File: src/rtl/mem_access_unit.sv
// MEM-stage load/store engine driving a combinational-read data RAM; supports byte/half/word
// loads and stores plus an atomic SWAP. Define ALIGN_CHECK_EN to fault misaligned accesses.
module mem_access_unit #(
    parameter int ADDR_W = 32,
    parameter int DATA_W = 32
) (
    input  logic              clk,
    input  logic              rst,
    input  logic              req_valid,
    output logic              req_ready,
    input  logic [3:0]        req_op,
    input  logic [ADDR_W-1:0] req_addr,
    input  logic [DATA_W-1:0] req_wdata,
    output logic              resp_valid,
    input  logic              resp_ready,
    output logic [DATA_W-1:0] resp_rdata,
    output logic              resp_err,
    output logic              ram_ce,
    output logic              ram_we,
    output logic [ADDR_W-1:0] ram_addr,
    output logic [3:0]        ram_sel,
    output logic [DATA_W-1:0] ram_wdata,
    input  logic [DATA_W-1:0] ram_rdata
);

    localparam logic [3:0] OP_LB   = 4'd0;
    localparam logic [3:0] OP_LBU  = 4'd1;
    localparam logic [3:0] OP_LH   = 4'd2;
    localparam logic [3:0] OP_LHU  = 4'd3;
    localparam logic [3:0] OP_LW   = 4'd4;
    localparam logic [3:0] OP_SB   = 4'd5;
    localparam logic [3:0] OP_SH   = 4'd6;
    localparam logic [3:0] OP_SW   = 4'd7;
    localparam logic [3:0] OP_SWAP = 4'd8;

    typedef enum logic [1:0] {IDLE, ACCESS, SWAP_WR, RESP} state_t;

    state_t              state_reg, state_next;
    logic [3:0]          op_reg, op_next;
    logic [1:0]          off_reg, off_next;
    logic [DATA_W-1:0]   wdata_reg, wdata_next;
    logic                ram_ce_reg, ram_ce_next;
    logic                ram_we_reg, ram_we_next;
    logic [ADDR_W-1:0]   ram_addr_reg, ram_addr_next;
    logic [3:0]          ram_sel_reg, ram_sel_next;
    logic [DATA_W-1:0]   ram_wdata_reg, ram_wdata_next;
    logic                resp_valid_reg, resp_valid_next;
    logic [DATA_W-1:0]   resp_rdata_reg, resp_rdata_next;
    logic                resp_err_reg, resp_err_next;

    logic                req_illegal;
    logic                req_misaligned;
    logic                req_is_store;
    logic [3:0]          req_sel;
    logic [DATA_W-1:0]   req_wdata_rep;
    logic [DATA_W-1:0]   load_data;
    logic [7:0]          rd_byte [4];
    logic [7:0]          byte_val;
    logic [15:0]         half_val;

    assign req_ready    = (state_reg == IDLE) && !rst;
    assign req_illegal  = (req_op > OP_SWAP);
    assign req_is_store = (req_op == OP_SB) || (req_op == OP_SH) || (req_op == OP_SW);

`ifdef ALIGN_CHECK_EN
    assign req_misaligned =
        (((req_op == OP_LH) || (req_op == OP_LHU) || (req_op == OP_SH)) && req_addr[0]) ||
        (((req_op == OP_LW) || (req_op == OP_SW) || (req_op == OP_SWAP)) && (req_addr[1:0] != 2'b00));
`else
    assign req_misaligned = 1'b0;
`endif

    // Big-endian lanes: byte offset 0 lives in ram_sel[3] / bits [31:24].
    always_comb begin
        req_sel       = 4'b1111;
        req_wdata_rep = req_wdata;
        case (req_op)
            OP_LB, OP_LBU, OP_SB: begin
                req_sel       = 4'b1000 >> req_addr[1:0];
                req_wdata_rep = {4{req_wdata[7:0]}};
            end
            OP_LH, OP_LHU, OP_SH: begin
                req_sel       = req_addr[1] ? 4'b0011 : 4'b1100;
                req_wdata_rep = {2{req_wdata[15:0]}};
            end
            default: ;
        endcase
    end

    genvar gi;
    generate
        for (gi = 0; gi < 4; gi++) begin : g_lane
            assign rd_byte[gi] = ram_rdata[gi*8 +: 8];
        end
    endgenerate

    assign byte_val = rd_byte[2'd3 - off_reg];
    assign half_val = off_reg[1] ? ram_rdata[15:0] : ram_rdata[31:16];

    always_comb begin
        load_data = '0;
        case (op_reg)
            OP_LB:   load_data = {{24{byte_val[7]}}, byte_val};
            OP_LBU:  load_data = {24'h0, byte_val};
            OP_LH:   load_data = {{16{half_val[15]}}, half_val};
            OP_LHU:  load_data = {16'h0, half_val};
            OP_LW:   load_data = ram_rdata;
            OP_SWAP: load_data = ram_rdata;
            default: load_data = '0;
        endcase
    end

    always_comb begin
        state_next      = state_reg;
        op_next         = op_reg;
        off_next        = off_reg;
        wdata_next      = wdata_reg;
        ram_ce_next     = ram_ce_reg;
        ram_we_next     = ram_we_reg;
        ram_addr_next   = ram_addr_reg;
        ram_sel_next    = ram_sel_reg;
        ram_wdata_next  = ram_wdata_reg;
        resp_valid_next = resp_valid_reg;
        resp_rdata_next = resp_rdata_reg;
        resp_err_next   = resp_err_reg;
        case (state_reg)
            IDLE: begin
                if (req_valid && req_ready) begin
                    op_next         = req_op;
                    off_next        = req_addr[1:0];
                    wdata_next      = req_wdata;
                    resp_rdata_next = '0;
                    resp_err_next   = 1'b0;
                    if (req_illegal || req_misaligned) begin
                        state_next      = RESP;
                        resp_valid_next = 1'b1;
                        resp_err_next   = 1'b1;
                    end else begin
                        state_next     = ACCESS;
                        ram_ce_next    = 1'b1;
                        ram_we_next    = req_is_store;
                        ram_addr_next  = {req_addr[ADDR_W-1:2], 2'b00};
                        ram_sel_next   = req_sel;
                        ram_wdata_next = req_wdata_rep;
                    end
                end
            end
            ACCESS: begin
                resp_rdata_next = load_data;
                if (op_reg == OP_SWAP) begin
                    state_next     = SWAP_WR;
                    ram_we_next    = 1'b1;
                    ram_sel_next   = 4'b1111;
                    ram_wdata_next = wdata_reg;
                end else begin
                    state_next      = RESP;
                    ram_ce_next     = 1'b0;
                    ram_we_next     = 1'b0;
                    resp_valid_next = 1'b1;
                end
            end
            SWAP_WR: begin
                state_next      = RESP;
                ram_ce_next     = 1'b0;
                ram_we_next     = 1'b0;
                resp_valid_next = 1'b1;
            end
            RESP: begin
                if (resp_ready) begin
                    state_next      = IDLE;
                    resp_valid_next = 1'b0;
                end
            end
            default: state_next = IDLE;
        endcase
    end

    always_ff @(posedge clk or posedge rst) begin
        if (rst) begin
            state_reg      <= IDLE;
            op_reg         <= '0;
            off_reg        <= '0;
            wdata_reg      <= '0;
            ram_ce_reg     <= 1'b0;
            ram_we_reg     <= 1'b0;
            ram_addr_reg   <= '0;
            ram_sel_reg    <= '0;
            ram_wdata_reg  <= '0;
            resp_valid_reg <= 1'b0;
            resp_rdata_reg <= '0;
            resp_err_reg   <= 1'b0;
        end else begin
            state_reg      <= state_next;
            op_reg         <= op_next;
            off_reg        <= off_next;
            wdata_reg      <= wdata_next;
            ram_ce_reg     <= ram_ce_next;
            ram_we_reg     <= ram_we_next;
            ram_addr_reg   <= ram_addr_next;
            ram_sel_reg    <= ram_sel_next;
            ram_wdata_reg  <= ram_wdata_next;
            resp_valid_reg <= resp_valid_next;
            resp_rdata_reg <= resp_rdata_next;
            resp_err_reg   <= resp_err_next;
        end
    end

    assign ram_ce     = ram_ce_reg;
    assign ram_we     = ram_we_reg;
    assign ram_addr   = ram_addr_reg;
    assign ram_sel    = ram_sel_reg;
    assign ram_wdata  = ram_wdata_reg;
    assign resp_valid = resp_valid_reg;
    assign resp_rdata = resp_rdata_reg;
    assign resp_err   = resp_err_reg;

endmodule

File: config.mk
export PLATFORM = sky130hd
export DESIGN_NAME = mem_access_unit
export DESIGN_NICKNAME = d
export VERILOG_FILES = /design/src/rtl/mem_access_unit.sv
export SDC_FILE = /design/constraint.sdc
export NUM_CORES = 1
export LEC_CHECK = 0
export CAP_MARGIN = 0
export CORE_UTILIZATION = 35
export DETAILED_ROUTE_END_ITERATION = 7
export SYNTH_ARGS = -nofsm -noshare
export SYNTH_HDL_FRONTEND = slang
export SYNTH_SLANG_ARGS = --single-unit
File: constraint.sdc
create_clock -name clk -period 5.7 [get_ports clk]
set_input_delay 0.57 -clock clk [delete_from_list [all_inputs] [get_ports clk]]
set_output_delay 0.57 -clock clk [all_outputs]
set_load 0.05 [all_outputs]
==> results.txt, run 1 <==
The count of unresolved DRC violations after routing is 0. Compared with the post-synthesis result, the final layout area differs by 42.5%. The type of destination of the critical path is an output port. The final HPWL from detailed placement came out at about 13000 um. The global-route usage over all layers came out at 19.0%. Sequential elements use 53.2% of the synthesized area. The area used by multi-input combinational logic is 2880 um^2. Synthesis produced 564 cells. The areal power density over the cells is ~660 nW/um^2. The count of yosys warnings during synthesis came out at 0.

The class of the worst hold path is flip-flop to flip-flop. The storage element area is ~3600 um^2. Leaving out fill and tap cells, the most frequent cell in the layout is clkdlybuf4s50_1. The netlist uses 48 different library cells. The static leakage power is approximately 4.0 nW. The average via count per standard cell came out at 5.27. The final core utilization is 50.8%. Among all stages on the critical path, the largest delay is contributed by clkdlybuf4s50_1. The maximum single-stage delay on the critical path came out at 850 ps. The residual antenna-violating net count after detailed routing is 0. The final sum of negative setup slack came out at 0 ps. The clock tree from TritonCTS is yes. The via count came out at 5294. The placeable core area came out at 18700 um^2. The signal on the critical path passes through inv_1 -> ha_1 -> inv_1 -> nor2_1 -> clkdlybuf4s50_1. The max-slew violation count was 0. The highest ir drop seen on vdd is 332 uV.

The minimum period implied by the final worst setup slack is 3010 ps. STA puts the critical path data required time at 5130 ps. After floorplanning, the core was divided into 50 placement rows.

The maximum number of pins on one net before global-route repair came out at 98. The mean area per synthesized cell came out at 11.8 um^2. The DRC marker count from the first detailed-route iteration came out at 303. The final RePlAce weighted congestion came out at 0.845. The synthesis-stage register bit count came out at 142. The worst-skew pair later-pin latency came out at 420 ps.

The cts-stage hold buffer count came out at 0. The H-tree was split into 4 levels. The routed length per instance came out at 18.2 um. The number of flops mapped to enable cells by yosys is 0. The horizontal extent of the die came out at 140 um.

The final net count came out at 867. The number of buffers inserted by port buffering came out at 206. The via count of the first global-routing pass came out at roughly 5.2k.

The initial utilization of the core area, before any placement, comes to 35.7%. The antenna diode count came out at 0. Timing would allow up to 332 MHz. The number of antenna violations at the first check in global routing came out at 0. In this design, the critical path's most frequently occurring cell is inv_1.

Setup repair after global routing left no endpoint under its margin. For this run, asynchronously set or reset flops after synthesis account for 100%. The fraction of the cycle the final worst path needs came out at 52.8%.

The clock buffer count from CTS is 17. In this run the deepest clock path goes through 2 buffers. The run finished with clean final reports.

The setup path with the least slack is of type flip-flop to output port. The worst endpoint data arrival time came out at around 2400 ps. The kind of start point of the critical path is a flip-flop. In the layout the commonest cells are clkdlybuf4s50_1, dfrtp_1, mux2_2, nand2_1, o21ai_0.

Clock-pin slew was measured on the worst setup and hold paths at 60 ps. The first global-routing pass estimated around 29000 um of wire. The number of hold-slack violations in the final timing report came out at 0.

For the final database, setup skew stands at 13.5 ps. The total clock sinks came out at 142. Of all nets on the critical path, the largest fanout is 8. Among all flip-flop cells after synthesis, the most frequent one is dfrtp_1. For this block, the routed nets add up to ~18000 um of wire.

At the pin with the least slew margin, the transition time is 1170 ps. The remaining global-route overflow is 0. Post-CTS repair changed the size of 0 cells. The worst slew slack as a fraction of its limit came out at 22.0%. The die boundary height is between 100 and 150 um. The total iterations of the first detailed-routing run is 4. The number of setup violations in the final report is 0. The tool flagged a number of max-cap violations equal to 0. The tree is rooted in a clkbuf_16. The fraction of layout cells with a size suffix above 1 is 17.1%.

The synthesized netlist occupies a cell area of 6680 um^2. After clock tree synthesis, the setup repair step added 0 buffers. The filler cells instantiated in the layout total 1603. The floorplan die area is 19600 um^2. The number of I/O pins came out at 209.
worst paths after layout:
path	startpoint	endpoint	slack, ps	depth (start not counted)
worst max-delay path	state_reg[0]	req_ready	2690	5
worst min-delay path	ram_sel[0]	ram_sel[0]	480	1
worst max register to register	state_reg[1]	ram_wdata[9]	2780	7
worst min register to register	ram_sel[0]	ram_sel[0]	480	1
max in group asynchronous	rst	resp_rdata[30]	3870	3
min in group asynchronous	rst	resp_err	750	2
synthesized netlist by cell type (all sizes together) (3+ instances only):
cell type	n	area share [%]
o21ai	37	2.8
nand2	71	4.0
dfrtp	142	53
a21oi	16	1.2
mux2i	28	4.2
nand3	8	0.67
ha	5	0.94
mux2	73	12
o221ai	8	1.8
buf	21	2.0
nor3	4	0.30
nor2b	11	1.0
a21o	8	0.90
inv	13	0.73
a211oi	10	1.2
or2	3	0.28
clkbuf	20	1.1
a22o	17	2.2
a221o	31	4.6
nor2	10	0.56
o31ai	9	1.2
layout make-up:
cell class / count / area share (%)
clock buffer: 21 / 4.95
clock inverter: 11 / 1.38
inverter: 13 / 0.566
multi-input combinational: 369 / 30.3
timing repair buffer: 215 / 22.4
tap: 234 / 3.08
sequential: 142 / 37.4
cell families after synthesis:
logic type | after synthesis | share of synthesized area [%]
flip-flops | 142 | 53.2
other | 1 | 0.0562
XOR/XNOR | 2 | 0.262
buffers and inverters | 54 | 3.86
AO/OA/AOI/OAI | 145 | 17.3
AND/OR/NAND/NOR | 114 | 7.89
multiplexers | 101 | 16.5
adder cells (fa/ha/maj) | 5 | 0.937
metal layers:
metal | vias up | wire length (um) | GRT usage (%) | part of all wire [%]
met2 | 205 | 8590 | 30.2 | 47
met4 | 0 | 270 | 6.54 | 1.5
met3 | 19 | 1240 | 5.44 | 6.7
met1 | 2611 | 8230 | 24.9 | 45
li1 | 2459 | - | - | -
met5 | - | 0 | 0 | 0
power breakdown:
part | internal (mW) | switching [mW] | leakage (nW)
Clock | 0.684 | 0.439 | 0.287
Combinational | 1.29 | 2.10 | 1.99
Sequential | 1.48 | 0.318 | 1.76
metrics by stage:
stage               hold slack, ps  instances  power [mW]  worst slack (ps)  area [um^2]
CTS                            484       1005        6.38              2650         9510
finish                         477       1005        6.32              2690         9510
global placement               466        973        5.16              2450         8910
detailed placement             467        973        5.23              2380         8910
global route                   507       1005        6.67              2570         9510
floorplan                      479        565        4.19              1320         6680
critical path, delay by kind of cell (launching register included):
kind | cells | cell delay, ps
fa+ha+maj | 1 | 360
simple gates | 1 | 130
flops | 1 | 420
buf+inv | 3 | 1110
No activity file was read; power rests on OpenSTA's default activity.
==> run 2: changes to the inputs <==
- PLACE_DENSITY: not set -> 0.65
- clock period: 5.7 -> 2.5 ns (I/O delays scaled with it)
==> results.txt, run 2 (synthesized netlist as in run 1, its figures left out) <==
The flow ran to the end, and the final reports show no timing, DRC or antenna violations. The final HPWL from detailed placement is 13400 um (+4.2%). The number of standard-cell rows in the floorplan is 50 (unchanged).

In this run the clock root is driven by a clkbuf_16. The average via count per standard cell is 5.22 (-0.94%). Leaving out fill and tap cells, the most frequent cells in the layout are clkdlybuf4s50_1, dfrtp_1, mux2_2, nand2_1, o21ai_0. The routed length per instance is 18.1 um (-0.77%).

The max-slew violation count is 0 (unchanged). The number of placed instances, taps included is 986 (+1.3%). The final core utilization is 51.4% (+0.56 points). The total power was 14.5 mW (+130%). The via count of the first global-routing pass came to 5566 (+6.0%). The fraction of the cycle the final worst path needs is 89.7%. The number of I/O pins is 209 (unchanged). Compared with the post-synthesis result, the final layout area differs by 44.0%. The worst setup path is captured at a flip-flop.

The fraction of layout cells with a size suffix above 1 was 18.8% (+1.6 points). The clock tree from TritonCTS is yes. The total iterations of the first detailed-routing run is 4 (unchanged). The post-place instance area is 9030 um^2 (+1.3%).

The horizontal extent of the die is 140 um (unchanged). The worst-skew pair later-pin latency was 420 ps (about the same). The maximum number of pins on one net before global-route repair is 91 (-7.1%). The remaining global-route overflow is 0 (unchanged). The die boundary height is 140 um (unchanged). The areal power density over the cells is 1510 nW/um^2 (+130%). The clock tree skew after final layout came out at 10.2 ps (-3.34 ps). The DRC marker count from the first detailed-route iteration came out at 222 (-27%).

The transition time at the pin with the least slew margin came out at 1040 ps (-133 ps). The number of antenna violations at the first check in global routing came out at 0 (unchanged). The number of buffers added for setup after CTS came out at 0 (unchanged).

The final net count came out at 880 (+1.5%). The deepest level of the CTS H-tree is 4 (unchanged). The number of buffers on the longest clock path came to 2 (unchanged).

The first-pass GRT wire length was 29300 um (+1.7%). The global-route usage over all layers is 19.2% (+0.22 points). The post-detailed-routing wire length came out at 18400 um (+0.52%). The cell area after layout came out at 9620 um^2 (+1.1%).

The final RePlAce weighted congestion came out at 0.889 (+5.2%). The via count came to 5312 (+0.34%). The starting utilization of the core area was 35.7% (unchanged). The number of setup violations in the final report came to 0 (unchanged).

The static leakage power was 4.10 nW (+1.7%). The number of maximum-capacitance violations came out at 0 (unchanged). The final critical-path setup slack came out at 257 ps (-2430 ps). Setup repair after global routing left no endpoint under its margin.

The critical path is of the flip-flop to flip-flop type. The placeable core area is 18700 um^2 (unchanged). The number of buffers inserted by port buffering is 206 (unchanged). The highest ir drop seen on vdd came out at 854 uV (+160%). The cts-stage hold buffer count came to 0 (unchanged). The total clock sinks came out at 142 (unchanged). The required time of the critical path is 2850 ps (-2280 ps). The CTS clock-pin slew for the worst setup and hold paths is 60 ps (about the same). The count of unresolved DRC violations after routing is 0 (unchanged). The worst endpoint data arrival time came out at 2600 ps (+160 ps). The minimum period implied by the final worst setup slack is around 2200 ps. Leaving out fill and tap cells, the most frequent cell in the layout is clkdlybuf4s50_1. The worst-path maximum fanout is 22 (+14). The final sum of negative setup slack is 0 ps (unchanged). The number of standard cells in the final layout excluding fillers came to 1018 (+1.3%). The antenna diode count is 0 (unchanged). The number of gates resized after cts was 0 (unchanged). The worst setup path is launched from a flip-flop.

The worst slew slack as a fraction of its limit came to 30.2% (+8.2 points). The worst hold path belongs to the class input port to async pin. The residual antenna-violating net count after detailed routing is 0 (unchanged). The post-place setup slack is 204 ps (-2180 ps). The number of hold-slack violations in the final timing report is 0 (unchanged). Timing would allow up to 446 MHz. The floorplan die area was 19600 um^2 (unchanged). The clock buffer count from CTS came out at 17 (unchanged). The worst hold margin is 344 ps (-133 ps).
[run 2: changes by cell type in the layout (fill, tap and decap cells not counted)]
cell and change:
buf_12 +2, clkinvlp_4 -1, clkinv_4 +3, clkbuf_1 -1
clkinv_2 +2, clkdlybuf4s50_1 -1, buf_4 +12, clkbuf_8 -3
[run 2: per-layer routing]
layer | routed length, um | part of all wire [%] | global-route usage [%]
met5 | 0 | 0 | 0
met4 | 293 | 1.6 | 6.36
met3 | 1450 | 7.9 | 6.87
met2 | 8830 | 48 | 32.2
met1 | 7850 | 43 | 23.0
[run 2: final cells by class]
type                       instances  area, um^2
multi-input combinational        369        2880
fill                            1629        9090
sequential                       142        3550
clock inverter                    15         161
inverter                          13        52.6
clock buffer                      17         425
timing repair buffer             228        2250
tap                              234         293
[run 2: critical path, cell delays in order (launching register included)]
cell and delay (ps):
dfrtp_1 790, o21ai_0 370, nor3_1 780, a221o_1 220
[run 2: path summary, 6_finish.rpt]
check                           slack [ps]  cells past startpoint             end    startpoint
worst min register to register         490                      2    ram_wdata[4]  ram_wdata[4]
worst min-delay path                   340                      3   resp_rdata[3]           rst
max in group asynchronous             1690                      3    state_reg[0]           rst
worst max-delay path                   260                      3  resp_rdata[10]    off_reg[1]
min in group clk                       440                      2    ram_addr[20]  req_addr[20]
worst max register to register         260                      3  resp_rdata[10]    off_reg[1]
[run 2: power breakdown]
part	switching, mW	internal [mW]
clock	1.03	1.48
sequential	0.709	3.38
combinational	4.85	3.06
